<file path="src/rtl/in_port_ctrl_pkg.sv">
// in_port_ctrl_pkg: flit command codes, FSM states and destination-width helper shared by the input-port controller
package in_port_ctrl_pkg;
  typedef enum logic [1:0] {CMD_IDLE, CMD_BODY, CMD_HEAD, CMD_TAIL} cmd_t;
  typedef enum logic [1:0] {S_IDLE, S_REQ, S_FWD, S_DROP} state_t;
  function automatic int dst_width(input int ports);
    return ports > 2 ? $clog2(ports) : 1;
  endfunction
endpackage

</file>
<file path="src/rtl/in_port_ctrl_onehot_dec.sv">
// in_port_ctrl_onehot_dec: dst -> one-hot port vector (zero when out of range) plus valid = dst<PORTS
module in_port_ctrl_onehot_dec #(
  parameter int PORTS = 4,
  parameter int DST_W = 2
) (
  input  logic [DST_W-1:0] dst,
  output logic [PORTS-1:0] onehot,
  output logic             valid
);
  assign valid = 32'(dst) < PORTS;
  assign onehot = valid ? {{(PORTS-1){1'b0}}, 1'b1} << dst : '0;
endmodule

</file>
<file path="src/rtl/in_port_ctrl.sv">
// in_port_ctrl: FIFO-head flits -> one-hot req/grant -> valid/ready crossbar stream; ports clk,rst,empty,cmd,dst,re,req,gnt,xb_valid,xb_ready,sel,drop_cnt,err_len
module in_port_ctrl
  import in_port_ctrl_pkg::*;
#(
  parameter int PORTS   = 4,
  parameter int MAX_LEN = 16,
  parameter int DST_W   = dst_width(PORTS)
) (
  input  logic             clk,
  input  logic             rst,
  input  logic             empty,
  input  logic [1:0]       cmd,
  input  logic [DST_W-1:0] dst,
  output logic             re,
  output logic [PORTS-1:0] req,
  input  logic [PORTS-1:0] gnt,
  output logic             xb_valid,
  input  logic             xb_ready,
  output logic [PORTS-1:0] sel,
  output logic [7:0]       drop_cnt,
  output logic             err_len
);
  localparam int LW = $clog2(MAX_LEN + 1);
  state_t state;
  cmd_t c;
  logic [LW-1:0] len;
  logic [PORTS-1:0] dec;
  logic [7:0] drop_nxt;
  logic dst_ok, vld, xfer, last;
  in_port_ctrl_onehot_dec #(.PORTS(PORTS), .DST_W(DST_W)) u_dec (
    .dst(dst),
    .onehot(dec),
    .valid(dst_ok)
  );
  assign c = cmd_t'(cmd);
  assign vld = !empty && !rst;
  assign xb_valid = state == S_FWD && vld;
  assign xfer = xb_valid && xb_ready;
  assign last = len == LW'(MAX_LEN - 1);
  assign drop_nxt = drop_cnt + 8'(drop_cnt != 8'hff);
  assign re = state == S_IDLE ? vld && !(c == CMD_HEAD && dst_ok) :
              state == S_FWD  ? xfer :
              state == S_DROP && vld;
  always_ff @(posedge clk or posedge rst)
    if (rst) begin
      state    <= S_IDLE;
      req      <= '0;
      sel      <= '0;
      len      <= '0;
      drop_cnt <= '0;
      err_len  <= 1'b0;
    end else
      case (state)
        S_IDLE:
          if (vld && c == CMD_HEAD) begin
            if (dst_ok) begin
              req   <= dec;
              state <= S_REQ;
            end else begin
              drop_cnt <= drop_nxt;
              state    <= S_DROP;
            end
          end
        S_REQ:
          if (|(gnt & req)) begin
            sel   <= req;
            len   <= '0;
            state <= S_FWD;
          end
        S_FWD:
          if (xfer) begin
            len <= len + 1'b1;
            if (c == CMD_TAIL || last) begin
              req   <= '0;
              sel   <= '0;
              state <= c == CMD_TAIL ? S_IDLE : S_DROP;
            end
            if (c != CMD_TAIL && last) begin
              err_len  <= 1'b1;
              drop_cnt <= drop_nxt;
            end
          end
        S_DROP:
          if (vld && c == CMD_TAIL) state <= S_IDLE;
        default: state <= S_IDLE;
      endcase
endmodule

</file>
<file path="config.mk">
export PLATFORM = sky130hd
export DESIGN_NAME = in_port_ctrl
export DESIGN_NICKNAME = d
export VERILOG_FILES = /design/src/rtl/in_port_ctrl_pkg.sv /design/src/rtl/in_port_ctrl_onehot_dec.sv /design/src/rtl/in_port_ctrl.sv
export SDC_FILE = /design/constraint.sdc
export NUM_CORES = 1
export LEC_CHECK = 0
export CORE_MARGIN = 3
export CORE_UTILIZATION = 44
export CTS_CLUSTER_SIZE = 10
export DETAILED_ROUTE_END_ITERATION = 8
export PLACE_DENSITY = 0.74
export SLEW_MARGIN = 5
export SYNTH_ARGS = -nofsm -noshare
export SYNTH_HDL_FRONTEND = slang
export SYNTH_SLANG_ARGS = --single-unit
</file>
<file path="constraint.sdc">
create_clock -name clk -period 1.9 [get_ports clk]
set_input_delay 0.38 -clock clk [delete_from_list [all_inputs] [get_ports clk]]
set_output_delay 0.38 -clock clk [all_outputs]
set_load 0.01 [all_outputs]
</file>
* Word level (Yosys, flattened, before mapping) *
Index checks and enable logic that the tools add are counted.

storage, ports and cells
  word-level logic and storage cells = 62
  bits in registers = 24
  bits of input ports = 12

operators by class
  shift operators = 1
  add/sub/neg operators = 2
  mux-type cells = 18
  equal/unequal tests = 13
  reduce and logical (&&, ||, !) cells = 21
  bitwise gates (word level) = 1

operator list
  kind                   count
  $mux W4                4
  $pmux W4 S2            2
  $mux W2                6
  $mux W5                2
  $pmux W5 S2            1
  $add A8 B1 Y8          1
  $eq A2 B2 Y1 const B   4
  $logic_and A1 B1 Y1    8
  $ne A8 B8 Y1 const B   1
  $pmux W2 S4            1
  $reduce_and A4 Y1      2
  $ne A2 B1 Y1 const B   3
  $ne A2 B2 Y1 const B   3
  $reduce_and A3 Y1      2
  $add A5 B1 Y5 const B  1
  $eq A5 B4 Y1 const B   1
  $reduce_and A5 Y1      1
  $and A4 B4 Y4          1
  $reduce_bool A2 Y1     2
  $reduce_or A4 Y1       1
  $shl A1 B2 Y4 const A  1
  $logic_not A1 Y1       3
  $eq A2 B1 Y1 const B   1
  $logic_not A2 Y1       1
  other kinds (2)        3

* Depth between registers and ports, before layout *
Gate-level depths: netlist of run 1.

  depth after elaboration = 6
  gate-level depth with buffers = 7
  gate-level depth less buffers = 6

* Modules after synthesis *
Synthesis of run 1 repeated with hierarchy kept, for this count alone.

second synthesis, totals
  cell total of the unflattened synthesis = 128
  area total of the unflattened synthesis = 1317.5 um2

by module, submodules not included
  module                   area an instance (um2)  cells an instance  instances
  in_port_ctrl             1280.0                  122                1
  in_port_ctrl_onehot_dec  37.5                    6                  1

* Worst setup path after synthesis of run 1 *
No wires, ideal clock.

  path kind = register to register
  from = register len[0]
  to = register req[0]
  clock period less this slack = 1.883 ns
  slack = 0.017 ns
  arrival time = 1.757 ns
  required time = 1.775 ns
  library setup time = 0.125 ns
  stages on the path, launching flop included = 8
  cell sequence = dfrtp_1 -> ha_1 -> and3_1 -> ha_1 -> nor3_2 -> or4_4 -> buf_6 -> mux2_4

between the ends
  longest elaborated chain between the ends = 4

ends and longest elaborated chain
  what                                RTL line            text
  from (decl)                         in_port_ctrl.sv:26  logic [LW-1:0] len;
  from (signal assigned)              in_port_ctrl.sv:72  len <= len + 1'b1;
  $eq A5 B4 Y1                        in_port_ctrl.sv:39  assign last = len == LW'(MAX_LEN - 1);
  $logic_or A1 B1 Y1                  in_port_ctrl.sv:73  if (c == CMD_TAIL || last) begin
  $ne A2 B1 Y1 (no source line)       --
  $reduce_and A4 Y1 (no source line)  --
  to (signal assigned)                in_port_ctrl.sv:47  req <= '0;
  to (signal assigned)                in_port_ctrl.sv:57  req <= dec;
  to (signal assigned)                in_port_ctrl.sv:74  req <= '0;
  to (decl)                           in_port_ctrl.sv:15  output logic [PORTS-1:0] req,

No other way between the ends.
A chain may end at the register's enable or synchronous reset.

* Final worst setup path of run 1 *
  from = input cmd[0]
  to = register req[0]

between the ends
  longest elaborated chain between the ends = 4
  elaborated cells between the ends (all ways) = 7
  classes of those cells = eq/ne (4); reduce/logical (3)

ends and longest elaborated chain
  what                                                              RTL line                                text
  from (decl)                                                       in_port_ctrl.sv:12                      input logic [1:0] cmd,
  $eq A2 B2 Y1, on equally long branches                            in_port_ctrl.sv:73, in_port_ctrl.sv:55
  $logic_or A1 B1 Y1 / $logic_and A1 B1 Y1 (equally long branches)  in_port_ctrl.sv:73, in_port_ctrl.sv:55
  $ne A2 B1 Y1 (no source line)                                     --
  $reduce_and A4 Y1 (no source line) *                              --

Mark *: on every way between the ends. The rest lies on a longest branch, timed or not.

==> results of run 1 <==
-- logic make-up (layout without fill, tap and decap cells) --
logic type | Yosys count | after routing | share of synthesized area (%)
and+or+nand+nor | 44 | 44 | 21.40
xor gates and xnor gates | 6 | 6 | 3.925
muxes | 8 | 8 | 7.757
adders and majority gates | 4 | 4 | 3.738
DFF | 24 | 24 | 44.86
AOI/OAI and AO/OA | 22 | 22 | 12.99
buffers and inverters | 10 | 58 | 5.326
-- worst paths after layout --
kind | start | endpoint | slack, ns | cells after the start
worst max register to register | len[0] | req[0] | 0.07 | 6
min in group clk | err_len | err_len | 0.50 | 1
worst min-delay path | rst | sel[3] | 0.28 | 3
worst min register to register | err_len | err_len | 0.50 | 1
max in group asynchronous | rst | len[4] | 1.42 | 3
worst max-delay path | cmd[0] | req[0] | 0.07 | 5
-- placed cells by master (no fill, tap or decap), types with 2 or more instances in the layout --
master                            synthesis  layout
sky130_fd_sc_hd__a21oi_1                  4       4
sky130_fd_sc_hd__nand2b_1                 3       3
sky130_fd_sc_hd__o21ai_0                  3       3
sky130_fd_sc_hd__nand3_1                  2       2
sky130_fd_sc_hd__clkdlybuf4s50_1          0      26
sky130_fd_sc_hd__mux2_4                   4       4
sky130_fd_sc_hd__and2b_2                  2       2
sky130_fd_sc_hd__dlygate4sd2_1            0       2
sky130_fd_sc_hd__inv_1                    4       4
sky130_fd_sc_hd__nor3_1                   2       2
sky130_fd_sc_hd__xnor2_1                  6       6
sky130_fd_sc_hd__ha_1                     4       2
sky130_fd_sc_hd__and3_1                   6       5
sky130_fd_sc_hd__nand4_1                  6       6
sky130_fd_sc_hd__dfrtp_1                 24      23
sky130_fd_sc_hd__mux2_2                   3       3
sky130_fd_sc_hd__nor2_1                   5       5
sky130_fd_sc_hd__or4_4                    2       2
sky130_fd_sc_hd__a32o_1                   4       4
sky130_fd_sc_hd__nand2_1                  7       7
sky130_fd_sc_hd__a31oi_1                  3       3
sky130_fd_sc_hd__buf_4                    1      20
sky130_fd_sc_hd__clkbuf_4                 0       3
-- through the flow --
stage	instance area [um2]	setup slack [ns]	hold slack, ns
2_1_floorplan	1339	0.01741	0.3946
5_1_grt	1843	0.009568	0.3071
6_report	1843	0.06551	0.2798
3_3_place_gp	1742	-0.2933	0.4565
3_5_place_dp	1742	-0.3421	0.4570
4_1_cts	1807	0.003190	0.2659
-- layout make-up --
cell class                      instances  area, um2  share of cell area (%)
Multi-Input combinational cell         84      689.4                   37.41
Sequential cell                        24      601.8                   32.65
Timing Repair Buffer                   50      445.4                   24.17
Tap cell                               31      38.79                   2.105
Clock inverter                          1      30.03                   1.629
Clock buffer                            3      22.52                   1.222
Inverter                                4      15.01                  0.8147
-- critical path: stages --
cell	delay, ns
sky130_fd_sc_hd__clkdlybuf4s50_1	0.44
sky130_fd_sc_hd__nand2b_1	0.17
sky130_fd_sc_hd__o21a_1	0.19
sky130_fd_sc_hd__or4_4	0.54
sky130_fd_sc_hd__mux2_4	0.32
-- timing repair --
action	4_1_cts	5_1_grt
setup endpoints to repair	6	8
resized for setup	4	8
pin swaps	1	0
setup buffers	2	2
-- power groups by stage --
stage | Clock, mW | Sequential (mW) | Combinational, mW
final | 0.376 | 0.759 | 1.01
after global routing | 0.400 | 0.783 | 1.11
after CTS | 0.383 | 0.755 | 0.968
after detailed placement | 0 | 0.766 | 0.940
after global placement | 0 | 0.761 | 0.903
after floorplan | 0 | 0.761 | 0.551
-- state kept, by name, summed over array words and instances, names as in the netlist --
signal    flops
state         2
req           4
drop_cnt      8
len           5
sel           4
err_len       1
-- per-layer routing --
| layer | GRT usage [%] | part of all wire (%) | routed length, um | vias up |
|---|---|---|---|---|
| met1 | 22.63 | 44 | 1364 | 505 |
| met5 | 0 | 0 | 0 | - |
| met3 | 3.145 | 3.8 | 118 | 6 |
| met2 | 32.18 | 51 | 1588 | 23 |
| met4 | 6.192 | 1.5 | 48 | 0 |
| li1 | - | - | - | 530 |
==> flow_summary_export.csv, run 1 <==
group,metric,value,unit
status,outcome,"finished, final reports clean",
power,power_switching_share,33.79,%
floorplanning,num_io_pins,31,
power,internal_power,1.418,mW
power,cellLeakagePower,0.8506,nW
route,dr_total_vias,1064,
global_routing,initial_antenna_violation_count,0,
synth,cell_with_the_most_instances_after_synthesis,"sky130_fd_sc_hd__dfrtp_1",
global_routing,grt_max_degree,15,
power,total_power,2.142,mW
clocking,cts_tree,"yes",
floorplanning,floorplan.initialDensity,47.32,%
power,seq_power_share,35.4,%
sta,report.final.slew_viol_count,0,
synth,netlist_top_cells_area,"sky130_fd_sc_hd__dfrtp_1 45%, sky130_fd_sc_hd__mux2_4 4.5%, sky130_fd_sc_hd__xnor2_1 3.9%, sky130_fd_sc_hd__ha_1 3.7%, sky130_fd_sc_hd__buf_6 3.4%",
finish,layout-area-overhead-vs-synth,37.66,%
sta,fin_crit,1.834,ns
sta,rsz_0062_raised_after_global_routing,"no",
route,postRouteWirelength,3.120,mm
sta,fmax,545.1,MHz
sta,final.period_utilization,96.55,%
power,clkPwrFrac,17.6,%
synth,yosysWarningCount,0,
finish,stdcell_count,197,
synth,synth_area_per_cell,11.35,um2
power,net-switching-power,0.7237,mW
power,p_comb_share,47.0,%
synth,synthDominantCellAreaShare,44.86,%
clocking,htreeDepth,1,
finish,share_of_layout_cells_above_drive_strength_1,28.92,%
worst_setup_path,critPathMaxFanout,4,
finish,n_fill_cell,234,
worst_setup_path,worstSetupEndpointType,"register",
global_routing,grt_first_pass_wirelength,5.147,mm
synth,yosysUniqueCellTypes,40,
synth,yosysSeqAreaShare,44.86,%
sta,finalHoldViolations,0,
clocking,clk_transition_reported_paths,0.14,ns
synth,synth.ff_latch_count,24,
route,drtIter0Drc,28,
power,power_per_cell_area,1162,nW/um2
floorplanning,die-height,61.16,um
floorplanning,die_w,61.16,um
flow_run,max_cap_viol_count,0,
global_routing,first_global_vias,1135,
sta,setup_total_negative_slack,0,ns
route,first_pass_iters,4,
clocking,numCtsBuffers,3,
floorplanning,die_area,3741,um2
synth,synth_top_area_cell,"sky130_fd_sc_hd__dfrtp_1",
placed_design,detailedPlacementHpwl,2.420,mm
route,ant_nets,0,
synth,synthFlopType,"sky130_fd_sc_hd__dfrtp_1",
floorplanning,core_region_area,2829,um2
synth,share_of_flip_flops_with_an_asynchronous_set_or_reset,100.0,%
global_routing,track_usage,18.34,%
power,peakVddDrop,585.0,uV
clocking,clock_tree.root_cell,"sky130_fd_sc_hd__clkbuf_4",
sta,worst_clock_skew,0.004181,ns
synth,post_syn_area,1339,um2
clocking,clock_insertion_delay_worst_skew,0.32,ns
route,detail_route.drc_violations,0,
route,vias_per_cell,5.401,
placed_design,finalWeightedCongestion,0.9217,
worst_setup_path,timing.critical_path.arrival,2.05,ns
finish,n_antenna_cell,0,
finish,finish.utilization,65.15,%
synth,cell_count_after_synthesis,118,
worst_setup_path,critical_path_class,"input port to register",
clocking,cts.sink_count,24,
synth,synth_fp_nets,134,
worst_setup_path,endpoint_required_time_on_the_critical_path,2.12,ns
sta,max-slew-margin-rel,79.34,%
clocking,holdBufCountCts,0,
placed_design,dp_cells,189,
synth,post_synth_most_frequent_cells,"24 x sky130_fd_sc_hd__dfrtp_1, 7 x sky130_fd_sc_hd__nand2_1, 6 x sky130_fd_sc_hd__and3_1, 6 x sky130_fd_sc_hd__nand4_1, 6 x sky130_fd_sc_hd__xnor2_1",
finish,final_net_count,183,
global_routing,grt.overflow.total,0,
placed_design,port_buffers,30,
route,wl_per_cell,15.84,um
sta,tightestPinTransition,0.3099,ns
synth,synth-edff-count,0,
clocking,cts-root-to-sink-buffers,2,
worst_setup_path,setup.worst_path.start_class,"input port",
sta,finalSetupViolations,0,
worst_hold_path,timing.hold.worst.class,"input port to async pin",
floorplanning,num_rows,19,
No activity file was read; power rests on OpenSTA's default activity.
==> run 2: changes to the inputs <==
Settings changed: CORE_UTILIZATION 44 to 43, PLACE_DENSITY 0.74 to 0.72.
==> run 2 against run 1 <==
Global-route usage down 0.59 points. Maximum frequency down 1.3%. First-iteration DRC count increased by 86%. Final cell count decreased by 1.5%. Combinational power is 9% lower. Clock power decreased by 29%. Flip-flop and latch count did not move. Via count is 1.9% higher. Register-to-register slack worse by 0.02 ns. Power is 8.1% lower. Sequential share of layout area increased by 1.1 points. Wire length decreased by 4.8%.
==> flow_summary_export.csv, run 2 (same netlist as run 1, synthesis figures left out) <==
group,metric,value,unit
worst_setup_path,critical_path.max_stage_delay,0.47,ns
route,postRouteWirelength,2.970,mm
clocking,clock_insertion_delay_worst_skew,0.32,ns
sta,max-slew-margin-rel,79.68,%
floorplanning,core_region_area,2853,um2
floorplanning,die-height,61.80,um
route,ant_nets,0,
clocking,cts_tree,"yes",
clocking,cts.sink_count,24,
finish,multiInputGateArea,670.6,um2
clocking,cts-root-to-sink-buffers,2,
clocking,clk_transition_reported_paths,0.13,ns
global_routing,track_usage,17.75,%
sta,fmax,537.8,MHz
worst_setup_path,crit_chain,"ha_1 -> and3_1 -> ha_2 -> nor3_2 -> or4_4 -> mux2_4",
route,dr_total_vias,1084,
sta,setup_total_negative_slack,0,ns
worst_hold_path,timing.hold.worst.class,"input port to async pin",
global_routing,grt.overflow.total,0,
sta,rsz_0062_raised_after_global_routing,"yes",
worst_setup_path,endpoint_required_time_on_the_critical_path,2.12,ns
finish,layout-area-overhead-vs-synth,33.27,%
worst_setup_path,setup.worst_path.start_class,"register",
finish,final_cell_mix,"27 x sky130_fd_sc_hd__clkdlybuf4s50_1, 22 x sky130_fd_sc_hd__dfrtp_1, 17 x sky130_fd_sc_hd__buf_4",
sta,final.period_utilization,97.86,%
clocking,numCtsBuffers,3,
power,peakVddDrop,702.0,uV
power,cellLeakagePower,0.8189,nW
finish,n_fill_cell,233,
global_routing,groute.layer.met1.usage,22.21,%
sta,finalHoldViolations,0,
finish,top_regs,"drop_cnt: 8 flops, len: 5 flops",
sta,fin_crit,1.859,ns
power,power_per_cell_area,1103,nW/um2
power,p_comb_share,47.0,%
global_routing,grt_max_degree,15,
worst_setup_path,critPathMaxFanout,4,
power,seq_power_share,39.4,%
worst_setup_path,timing.critical_path.arrival,2.08,ns
floorplanning,die_w,61.80,um
sta,worst_clock_skew,0.003239,ns
floorplanning,num_io_pins,31,
placed_design,finalWeightedCongestion,0.8374,
route,detail_route.drc_violations,0,
floorplanning,die_area,3819,um2
route,vias_per_cell,5.588,
finish,commonest_non_fill_non_tap_cell_in_the_layout,"sky130_fd_sc_hd__clkdlybuf4s50_1",
finish,share_of_layout_cells_above_drive_strength_1,26.99,%
status,outcome,"finished, final reports clean",
placed_design,detailedPlacementHpwl,2.358,mm
worst_setup_path,worstSetupEndpointType,"register",
global_routing,first_global_vias,1092,
finish,n_antenna_cell,0,
floorplanning,floorplan.initialDensity,46.93,%
power,clkPwrFrac,13.6,%
power,internal_power,1.271,mW
finish,regArea,603.1,um2
global_routing,gr-max-usage-layer,"met2",
route,drtIter0Drc,52,
finish,register_with_the_most_flip_flops,"drop_cnt",
sta,finalSetupViolations,0,
power,power_switching_share,35.39,%
route,wl_per_cell,15.31,um
clocking,htreeDepth,1,
flow_run,max_cap_viol_count,0,
floorplanning,num_rows,19,
sta,holdWs,0.2500,ns
worst_setup_path,path_delay_family,"simple AND/OR/NAND/NOR gates",
power,net-switching-power,0.6964,mW
clocking,clock_tree.root_cell,"sky130_fd_sc_hd__clkbuf_4",
global_routing,use_met3,2.479,%
global_routing,grt_first_pass_wirelength,5.037,mm
finish,final_net_count,180,
worst_setup_path,critPathSlowestCell,"sky130_fd_sc_hd__or4_4",
sta,report.final.slew_viol_count,0,
placed_design,port_buffers,30,
route,first_pass_iters,4,
sta,tightestPinTransition,0.3048,ns
worst_setup_path,path_buf_inv,0,
global_routing,initial_antenna_violation_count,0,
worst_setup_path,critical_path_class,"register to register",
global_routing,grt_util_met2,30.79,%
finish,largest_register_ffs,8,
## run 2: changes by cell type in the layout (fill, tap and decap cells not counted), sizes merged
cell | before | now
dlymetal6s2s | 1 | 0
clkbuf | 4 | 5
bufinv | 1 | 0
clkdlybuf4s50 | 26 | 27
buf | 20 | 17
## run 2: final timing paths
check	startpoint	to	slack (ns)	cells after the start
max in group asynchronous	rst	len[0]	1.46	3
hold / removal	rst	state[1]	0.25	3
setup reg to reg	len[0]	req[2]	0.04	6
min in group clk	err_len	err_len	0.49	1
setup / recovery	len[0]	req[2]	0.04	6
hold reg to reg	err_len	err_len	0.49	1
## run 2: timing repair
action                                  CTS  global route
setup buffers                             1             2
hold buffers                              0             0
pin swaps                                 1             1
resized for setup                         5             4
endpoints found under the setup margin    6            17
## run 2: layout make-up
type	instances	share of cell area [%]
Inverter	4	0.8415
Tap cell	31	2.174
Sequential cell	24	33.80
Timing Repair Buffer	47	23.56
Clock buffer	4	2.034
Multi-Input combinational cell	84	37.59
## run 2: through the flow
| stage | setup slack (ns) | instances | total power [mW] | utilization, % | instance area [um2] |
|---|---|---|---|---|---|
| floorplan | 0.01741 | 118 | 1.312 | - | 1339 |
| global placement | -0.2839 | 187 | 1.626 | 60.53 | 1727 |
| detailed placement | -0.3137 | 187 | 1.674 | 60.53 | 1727 |
| CTS | 0.009158 | 192 | 1.957 | 62.02 | 1769 |
| global route | -0.0002718 | 194 | 2.116 | 62.54 | 1784 |
| finish | 0.04071 | 194 | 1.968 | 62.54 | 1784 |
## run 2: power by group through the flow
stage / Combinational [mW] / Clock (mW) / Sequential (mW)
CTS: 0.894 / 0.280 / 0.783
finish: 0.924 / 0.268 / 0.775
floorplan: 0.551 / 0 / 0.761
detailed placement: 0.882 / 0 / 0.792
global route: 1.02 / 0.300 / 0.799
global placement: 0.847 / 0 / 0.779
## run 2: routing by layer
layer,up-vias,part of all wire (%)
met1,525,43
met4,0,1.6
met2,29,50
met5,-,0
li1,523,-
met3,7,5.5
## run 2: worst register-to-register path, stage by stage (launching register included)
cell and delay (ns):
sky130_fd_sc_hd__dfrtp_1 0.38, sky130_fd_sc_hd__ha_1 0.17, sky130_fd_sc_hd__and3_1 0.18, sky130_fd_sc_hd__ha_2 0.20, sky130_fd_sc_hd__nor3_2 0.05, sky130_fd_sc_hd__or4_4 0.47, sky130_fd_sc_hd__mux2_4 0.32
